### src/rtl/aes_256_ctr_feeder_if.sv
// Stream handshake bundle for aes_256_ctr_feeder.
//   in_valid/in_ready/in_data    : input blocks (plaintext or ciphertext)
//   out_valid/out_ready/out_data : result blocks (in_data XOR keystream)
// master : block source and result consumer (drives in_*, out_ready)
// slave  : the feeder (drives in_ready, out_valid, out_data)
interface aes_256_ctr_feeder_if;
  logic         in_valid;
  logic         in_ready;
  logic [127:0] in_data;
  logic         out_valid;
  logic         out_ready;
  logic [127:0] out_data;

  modport master (
    output in_valid, in_data, out_ready,
    input  in_ready, out_valid, out_data
  );

  modport slave (
    input  in_valid, in_data, out_ready,
    output in_ready, out_valid, out_data
  );
endinterface

### src/rtl/aes_256_ctr_feeder.sv
// AES-256 counter-mode front/back end for a fixed-latency, non-stalling
// pipelined cipher core. It feeds {nonce, ctr} and the key to the core,
// delays each accepted block by LATENCY cycles so that it meets its
// keystream, XORs the two and queues the result in a show-ahead FIFO.
// Because the core cannot stall, input acceptance is limited by credits:
// a block is only taken when a FIFO slot is reserved for it.
//
// Ports:
//   clk, clr_n          clock, asynchronous active-low reset
//   key_load            capture key_in / iv_in (ignored while busy)
//   key_in, iv_in       256-bit key, {nonce, initial counter}
//   busy                blocks in flight or FIFO non-empty
//   ctr_wrap            sticky counter wrap flag, cleared by a load
//   core_dat_in         counter block to the cipher core
//   core_key            key to the cipher core
//   core_dat_out        keystream from the cipher core
//   bus                 input/output stream handshake (slave side)
module aes_256_ctr_feeder #(
  parameter int unsigned LATENCY    = 14,
  parameter int unsigned FIFO_DEPTH = 16,
  parameter int unsigned CTR_WIDTH  = 32
) (
  input  logic                  clk,
  input  logic                  clr_n,
  input  logic                  key_load,
  input  logic [255:0]          key_in,
  input  logic [127:0]          iv_in,
  output logic                  busy,
  output logic                  ctr_wrap,
  output logic [127:0]          core_dat_in,
  output logic [255:0]          core_key,
  input  logic [127:0]          core_dat_out,
  aes_256_ctr_feeder_if.slave   bus
);

  localparam int unsigned NW = 128 - CTR_WIDTH;
  localparam int unsigned AW = (FIFO_DEPTH > 1) ? $clog2(FIFO_DEPTH) : 1;
  localparam int unsigned CW = $clog2(FIFO_DEPTH + 1);

  logic                 loaded;
  logic [255:0]         key_reg;
  logic [NW-1:0]        nonce;
  logic [CTR_WIDTH-1:0] ctr;
  logic                 wrap_q;

  logic [CW-1:0]        fifo_count;
  logic [CW-1:0]        inflight;
  logic [CW:0]          used;
  logic                 accept;
  logic                 load_en;
  logic                 exit_v;
  logic [127:0]         exit_d;
  logic                 push;
  logic                 pop;
  logic [127:0]         push_data;

  logic [127:0]         mem [FIFO_DEPTH];
  logic [AW-1:0]        wr_ptr;
  logic [AW-1:0]        rd_ptr;

  assign core_key    = key_reg;
  assign core_dat_in = {nonce, ctr};
  assign ctr_wrap    = wrap_q;

  assign busy    = (inflight != '0) || (fifo_count != '0);
  assign load_en = key_load && !busy;

  // Every block in the delay line already owns a FIFO slot, so the
  // remaining credit is whatever neither the FIFO nor the line holds.
  assign used          = {1'b0, fifo_count} + {1'b0, inflight};
  assign bus.in_ready  = loaded && !key_load && (used < (CW+1)'(FIFO_DEPTH));
  assign accept        = bus.in_valid && bus.in_ready;

  always_ff @(posedge clk or negedge clr_n) begin
    if (!clr_n) begin
      loaded  <= 1'b0;
      key_reg <= '0;
      nonce   <= '0;
      ctr     <= '0;
      wrap_q  <= 1'b0;
    end else if (load_en) begin
      key_reg <= key_in;
      nonce   <= iv_in[127:CTR_WIDTH];
      ctr     <= iv_in[CTR_WIDTH-1:0];
      loaded  <= 1'b1;
      wrap_q  <= 1'b0;
    end else if (accept) begin
      ctr <= ctr + CTR_WIDTH'(1);
      if (ctr == '1) begin
        wrap_q <= 1'b1;
      end
    end
  end

  // Delay line aligning each data block with its keystream.
  if (LATENCY == 0) begin : g_no_delay
    assign exit_v = accept;
    assign exit_d = bus.in_data;
  end else begin : g_delay
    logic [LATENCY-1:0] dly_v;
    logic [127:0]       dly_d [LATENCY];

    always_ff @(posedge clk or negedge clr_n) begin
      if (!clr_n) begin
        dly_v <= '0;
      end else begin
        dly_v[0] <= accept;
        for (int unsigned i = 1; i < LATENCY; i++) begin
          dly_v[i] <= dly_v[i-1];
        end
      end
    end

    always_ff @(posedge clk) begin
      dly_d[0] <= bus.in_data;
      for (int unsigned i = 1; i < LATENCY; i++) begin
        dly_d[i] <= dly_d[i-1];
      end
    end

    assign exit_v = dly_v[LATENCY-1];
    assign exit_d = dly_d[LATENCY-1];
  end

  always_ff @(posedge clk or negedge clr_n) begin
    if (!clr_n) begin
      inflight <= '0;
    end else begin
      case ({accept, exit_v})
        2'b10:   inflight <= inflight + CW'(1);
        2'b01:   inflight <= inflight - CW'(1);
        default: inflight <= inflight;
      endcase
    end
  end

  assign push      = exit_v;
  assign push_data = exit_d ^ core_dat_out;

  // Output FIFO, show-ahead.
  function automatic logic [AW-1:0] ptr_inc(input logic [AW-1:0] p);
    return (p == AW'(FIFO_DEPTH - 1)) ? '0 : p + AW'(1);
  endfunction

  assign bus.out_valid = (fifo_count != '0);
  assign bus.out_data  = bus.out_valid ? mem[rd_ptr] : '0;
  assign pop           = bus.out_valid && bus.out_ready;

  always_ff @(posedge clk) begin
    if (push) begin
      mem[wr_ptr] <= push_data;
    end
  end

  always_ff @(posedge clk or negedge clr_n) begin
    if (!clr_n) begin
      wr_ptr     <= '0;
      rd_ptr     <= '0;
      fifo_count <= '0;
    end else begin
      if (push) begin
        wr_ptr <= ptr_inc(wr_ptr);
      end
      if (pop) begin
        rd_ptr <= ptr_inc(rd_ptr);
      end
      case ({push, pop})
        2'b10:   fifo_count <= fifo_count + CW'(1);
        2'b01:   fifo_count <= fifo_count - CW'(1);
        default: fifo_count <= fifo_count;
      endcase
    end
  end

  // Credit accounting guarantees a free slot for every exiting block.
  a_no_overflow: assert property (@(posedge clk) disable iff (!clr_n)
    !(push && (fifo_count == CW'(FIFO_DEPTH))));

endmodule

### src/flat_wrapper.sv
// flat-port wrapper written by rule: the top's interface ports become plain ports
module aes_256_ctr_feeder_flat 
#(
  parameter int unsigned LATENCY    = 14,
  parameter int unsigned FIFO_DEPTH = 16,
  parameter int unsigned CTR_WIDTH  = 32
)
  (clk, clr_n, key_load, key_in, iv_in, busy, ctr_wrap, core_dat_in, core_key, core_dat_out, bus_in_valid, bus_in_data, bus_out_ready, bus_in_ready, bus_out_valid, bus_out_data);
  aes_256_ctr_feeder_if bus_i ();
  input  logic clk;
  input  logic clr_n;
  input  logic key_load;
  input  logic [255:0] key_in;
  input  logic [127:0] iv_in;
  output logic busy;
  output logic ctr_wrap;
  output logic [127:0] core_dat_in;
  output logic [255:0] core_key;
  input  logic [127:0] core_dat_out;
  input wire logic [$bits(bus_i.in_valid)-1:0] bus_in_valid;
  input wire logic [$bits(bus_i.in_data)-1:0] bus_in_data;
  input wire logic [$bits(bus_i.out_ready)-1:0] bus_out_ready;
  output wire logic [$bits(bus_i.in_ready)-1:0] bus_in_ready;
  output wire logic [$bits(bus_i.out_valid)-1:0] bus_out_valid;
  output wire logic [$bits(bus_i.out_data)-1:0] bus_out_data;
  assign bus_i.in_valid = bus_in_valid;
  assign bus_i.in_data = bus_in_data;
  assign bus_i.out_ready = bus_out_ready;
  assign bus_in_ready = bus_i.in_ready;
  assign bus_out_valid = bus_i.out_valid;
  assign bus_out_data = bus_i.out_data;
  aes_256_ctr_feeder #(.LATENCY(LATENCY), .FIFO_DEPTH(FIFO_DEPTH), .CTR_WIDTH(CTR_WIDTH)) u_core (.clk(clk), .clr_n(clr_n), .key_load(key_load), .key_in(key_in), .iv_in(iv_in), .busy(busy), .ctr_wrap(ctr_wrap), .core_dat_in(core_dat_in), .core_key(core_key), .core_dat_out(core_dat_out), .bus(bus_i));
endmodule
### config.mk
export PLATFORM = sky130hd
export DESIGN_NAME = aes_256_ctr_feeder_flat
export DESIGN_NICKNAME = d
export VERILOG_FILES = /design/src/rtl/aes_256_ctr_feeder_if.sv /design/src/rtl/aes_256_ctr_feeder.sv /design/src/flat_wrapper.sv
export SDC_FILE = /design/constraint.sdc
export NUM_CORES = 2
export LEC_CHECK = 0
export BUFFER_PORTS_ARGS = -buffer_cell sky130_fd_sc_hd__buf_2
export CORE_UTILIZATION = 40
export CTS_BUF_LIST = sky130_fd_sc_hd__clkbuf_2 sky130_fd_sc_hd__clkbuf_4 sky130_fd_sc_hd__clkbuf_8
export CTS_CLUSTER_DIAMETER = 80
export DETAILED_ROUTE_END_ITERATION = 10
export PLACE_DENSITY_LB_ADDON = 0.1
export SLEW_MARGIN = 20
export SYNTH_ARGS = -nofsm -noshare
export SYNTH_HDL_FRONTEND = slang
export SYNTH_SLANG_ARGS = --single-unit
### constraint.sdc
create_clock -name clk -period 16.1 [get_ports clk]
set_input_delay 2.415 -clock clk [delete_from_list [all_inputs] [get_ports clk]]
set_output_delay 2.415 -clock clk [all_outputs]
set_load 0.1 [all_outputs]
Word-level counts from Yosys, hierarchy flattened --
Memories as Yosys holds them, arrays and structs flattened. Index checks and enable logic that the tools add are counted.
Cells by class: add/subtract/negate cells 8, order comparisons 1, equality and inequality tests 7, multiplexer cells 12, bitwise logic cells 1, reductions and logical operators 15
Operator list (count):
- 2-to-1 mux 128 bit | 1
- XOR 128 bit | 1
- 2-to-1 mux 32 bit | 2
- adder 32 x 1 -> 32 bit (second input constant) | 1
- equality test 32 bit (second input constant) | 1
- one-hot mux 5 bit (2 select lines) | 2
- adder 5 x 1 -> 5 bit (second input constant) | 2
- nonzero test 5 bit | 2
- subtractor 5 x 1 -> 5 bit (second input constant) | 2
- adder 4 x 1 -> 4 bit (second input constant) | 2
- equality test 4 bit (second input constant) | 2
- 2-to-1 mux 4 bit | 2
- nonzero test 2 bit | 4
- adder 5 x 5 -> 6 bit | 1
- less-than comparator 6 x 5 -> 1 bit (second input constant) | 1
- logical AND 1 bit | 5
- 2-to-1 mux 1 bit | 5
- equality test 2 x 1 -> 1 bit (second input constant) | 2
- equality test 2 bit (second input constant) | 2
- zero test 1 bit | 2
- AND reduction 2 bit | 1
- logical OR 1 bit | 1
Storage, ports and cells: bits in registers 418, memory bits (writable) 3840, bits of input ports 645, output and inout bits 516, word-level logic and storage cells 56, memories kept 2
Memory list:
- u_core.mem | words 16, width 128, read ports 1, clocked after memory_dff 0, wr ports 1, line aes_256_ctr_feeder.sv:57 | logic [127:0] mem [FIFO_DEPTH];
- u_core.g_delay.dly_d | words 14, width 128, read ports 14, clocked after memory_dff 0, wr ports 14, line aes_256_ctr_feeder.sv:101 | logic [127:0] dly_d [LATENCY];

Depth between registers and ports, before layout --
depth after elaboration 6, mapped depth 14

Worst setup path after synthesis --
No wires, ideal clock.
path type register to register, from reg u_core.g_delay.dly_v[13], to mem u_core.mem[11][0] (enable), library setup time 0.798 ns, data arrival time 10.096 ns, required time 15.302 ns, setup slack 5.205 ns, cell stages (with the launch flop) 4, buffers on the path 1, period minus slack after synthesis 10.895 ns, cells stage by stage dfrtp_1 > clkbuf_1 > nand2_1 > nor3b_1
On the way: word-level cells in the longest chain between the ends 2
Ends and longest elaborated chain:
- from (decl) | line aes_256_ctr_feeder.sv:100 | logic [LATENCY-1:0] dly_v;
- from (signal, indexed assignment) | line aes_256_ctr_feeder.sv:109 | dly_v[i] <= dly_v[i-1];
- 2-to-1 mux 1 bit | line aes_256_ctr_feeder.sv:150 | if (push) begin
- 2-to-1 mux 1 bit (not written as such) | line aes_256_ctr_feeder.sv:151 | mem[wr_ptr] <= push_data;
- to (decl) | line aes_256_ctr_feeder.sv:57
Every way passes these cells.

Final worst setup path --
from reg u_core.rd_ptr[0], to out bus_out_data[29]
On the way: word-level cells in the longest chain between the ends 2
Ends and longest elaborated chain:
- from (decl) | line aes_256_ctr_feeder.sv:59 | logic [AW-1:0] rd_ptr;
- from (signal assigned) | line aes_256_ctr_feeder.sv:165 | rd_ptr <= ptr_inc(rd_ptr);
- memory read (16 x 128 bit)
- 2-to-1 mux 128 bit | line aes_256_ctr_feeder.sv:146 | assign bus.out_data = bus.out_valid ? mem[rd_ptr] : '0;
- to (decl) | line flat_wrapper.sv:25 | output wire logic [$bits(bus_i.out_data)-1:0] bus_out_data;
Every way passes these cells.

==> impl_metrics.csv <==
group,metric,value,unit
status,status,"completed",
sta,period_share,54.00,%
sta,clock.fmax,115.0,MHz
synth,netlist_area,0.1311,mm2
critical_path,required,13690,ps
critical_path,critPathLaunchType,"register",
synth,synthesis.nets,7431,
floorplan,die_w,574.5,um
critical_path,end_kind,"primary output",
clock_network,htreeDepth,6,
placed_design,hpwl,228100,um
finish,layout_common_cells,"2,048 x edfxtp_1, 1,792 x dfxtp_1, 1,159 x buf_2",
critical_path,path_cells,"buf_12, buf_4, buf_4, buf_12, mux4_2, mux4_2, and2_1, buf_2",
sta,tightest_slew,1422,ps
pwr,p_leak,0.06103,uW
finish,final_area,0.1579,mm2
placed_design,place_congestion,0.9489,
routing,viasPerCell,4.866,
synth,synth_cells,6766,
synth,avgSynthCellArea,19.38,um2
finish,mostFrequentLayoutCell,"edfxtp_1",
finish,fillerInstances,27390,
min_path,whs_path_depth,0,
routing,drt_pass1_iterations,5,
routing,drt_iter0_markers,4650,
clock_network,clkLatencyLatePin,1190,ps
routing,wl_per_cell,27.73,um
floorplan,core_area,0.3250,mm2
routing,drc,0,
floorplan,initial_core_util,40.33,%
routing,vias,65250,
synth,synth.distinct_cells,42,
synth,ys_ff_latch,4258,
floorplan,die_y,574.5,um
synth,synth_edf_count,2048,
synth,yosys_most_used_dff,"edfxtp_1",
sta,min_period,8693,ps
pwr,max-vdd-ir-drop,0.0002831,V
critical_path,slowest_stage,"dfrtp_4",
routing,wl,371800,um
placed_design,portBuffers,1160,
critical_path,reg2reg_to,"u_core.core_key[93]$_DFFE_PN0P_",
critical_path,cp_max_fo,100,
floorplan,rows,209,
grt,grtUsageTotal,22.28,%
clock_network,cts_tree,"yes",
synth,yosysSeqAreaShare,82.26,%
finish,synthToLayoutAreaGrowth,20.46,%
finish,multi_input_comb_area,0.02277,mm2
min_path,holdPathEnd,"u_core.g_delay.dly_d[1][205]$_DFF_P_",
critical_path,worstSetupPathType,"reg2out",
grt,grt_start_max_net_pins,153,
sta,max_slew_margin,5.181,%
pwr,power_density,218.0,mW/mm2
sta,slew_violations,0,
floorplan,ios,1161,
critical_path,slowest_delay,770,ps
critical_path,timing.rr.start,"u_core.fifo_count[0]$_DFFE_PN0P_",
sta,rsz0062_at_grt,"false",
clock_network,cts_root_buf,"clkbuf_8",
finish,nets,9116,
finish,final_layout_size_suffix_gt1_share,35.64,%
synth,yosysWarnings,0,
clock_network,clock_sinks,4258,
routing,ant_nets,0,
clock_network,post_cts_buffers,0,
critical_path,r2r_slack,11300,ps
placed_design,dpl_cell_area,0.1423,mm2
sta,setup_tns,0,ps
sta,finalSetupViolCount,0,
sta,hold_viol,0,
grt,grt_pass1_vias,69390,
critical_path,r2r.worst_path.cells,7,
clock_network,cts_buffer_depth,4,
job,cap_violations,0,
clock_network,cts_made_buffers,685,
min_path,hold_path_class,"reg2reg",
grt,overflow,0,
clock_network,cts.clk_slew.worst_paths,60,ps
grt,antenna_found_initial,180,
grt,grt_pass1_wl,519500,um
min_path,min_from,"u_core.g_delay.dly_d[1][77]$_DFF_P_",
clock_network,postCtsResizedCells,0,
clock_network,cts_hold_buf,0,
finish,seq_area,0.1078,mm2
critical_path,arrival,6280,ps
sta,finClkSkew,48.04,ps
floorplan,design.die.area,0.3300,mm2
synth,async_flop_share,9.817,%
pwr,finalPower,34420,uW
-- cell usage after synthesis (all sizes together) (6+ instances only) --
library cell / number / area, um2
edfxtp: 2048 / 61500
dfxtp: 1792 / 35870
nand2: 1090 / 4091
mux4: 640 / 14410
dfrtp: 418 / 10460
clkbuf: 176 / 660.6
and2: 142 / 888.4
xor2: 137 / 1200
buf: 79 / 375.4
xnor2: 28 / 245.2
nor2: 26 / 97.59
o21ai: 24 / 120.1
a21oi: 23 / 115.1
ha: 18 / 225.2
nor4: 18 / 112.6
nand3: 15 / 75.07
inv: 14 / 52.55
nand4: 13 / 87.58
and3: 9 / 56.30
nor3: 9 / 45.04
a31oi: 6 / 37.54
-- metal layers --
layer	global-route usage (%)	up-vias	routed length (um)
li1	-	28300	-
met1	27.15	33840	146500
met2	37.32	2277	182000
met3	7.035	821	29620
met4	7.740	14	13610
met5	0	-	92
-- how the worst max path moves through the flow --
stage	startpoint	end	slack, ps	cells past startpoint
floorplan	u_core.g_delay.dly_v[13]$_DFF_PN0_	u_core.mem[11][0]$_DFFE_PP_	5210	3
global route	u_core.rd_ptr[0]$_DFFE_PN0P_	bus_out_data[29]	6900	8
global placement	u_core.rd_ptr[0]$_DFFE_PN0P_	bus_out_data[29]	8260	7
CTS	u_core.rd_ptr[0]$_DFFE_PN0P_	bus_out_data[29]	6860	7
detailed placement	u_core.rd_ptr[0]$_DFFE_PN0P_	bus_out_data[29]	8220	7
finish	u_core.rd_ptr[0]$_DFFE_PN0P_	bus_out_data[29]	7410	8
-- stage by stage --
stage,util (%),hold WS (ps),std cells,worst slack (ps)
after global placement,43.75,309.6,12090,8264
after global routing,48.56,275.1,13380,6896
after floorplan,-,309.6,6766,5205
after detailed placement,43.78,312.1,12090,8222
final,48.58,300.2,13410,7407
after CTS,48.40,278.5,13350,6862
-- worst max-delay path, delay by kind of cell, from the launching register on --
family	cells	cell delay (ps)
mux	2	1110
buf+inv	5	2720
simple gates	1	240
flops	1	770
-- cells by family (layout without fill, tap and decap cells) --
kind of cell               Yosys count  after routing  synth area share [%]
buffers and inverters              269           2529                0.8304
DFF                               4258           4258                 82.26
adders and majority gates           20             20                0.2023
other                                0             58                     0
muxes                              645            645                 11.04
and+or+nand+nor                   1349           1349                 4.321
AOI/OAI and AO/OA                   60             60                0.2501
xor gates and xnor gates           165            165                 1.102
-- flip-flops by register name, indices dropped and copies added (netlist names), 5 cells and up --
name and count:
u_core.mem 2048, u_core.g_delay.dly_d 1792, u_core.core_key 256, u_core.nonce 96, u_core.ctr 32, u_core.g_delay.dly_v 14
u_core.fifo_count 5, u_core.inflight 5
-- layout make-up --
cell class,count,share of cell area (%)
Multi-Input combinational cell,2239,14.42
Sequential cell,4258,68.29
Inverter,14,0.03328
Clock buffer,1085,8.402
Antenna cell,58,0.09191
Tap cell,4325,3.427
Timing Repair Buffer,1253,4.235
Clock inverter,177,1.099
-- where the power goes --
part / internal, uW / total (uW) / switching [uW] / leakage, uW
Clock: 5600 / 9900 / 4290 / 0.00798
Combinational: 2670 / 11700 / 9030 / 0.0141
Sequential: 12300 / 12800 / 551 / 0.0390
No activity file was read; power rests on OpenSTA's default activity.
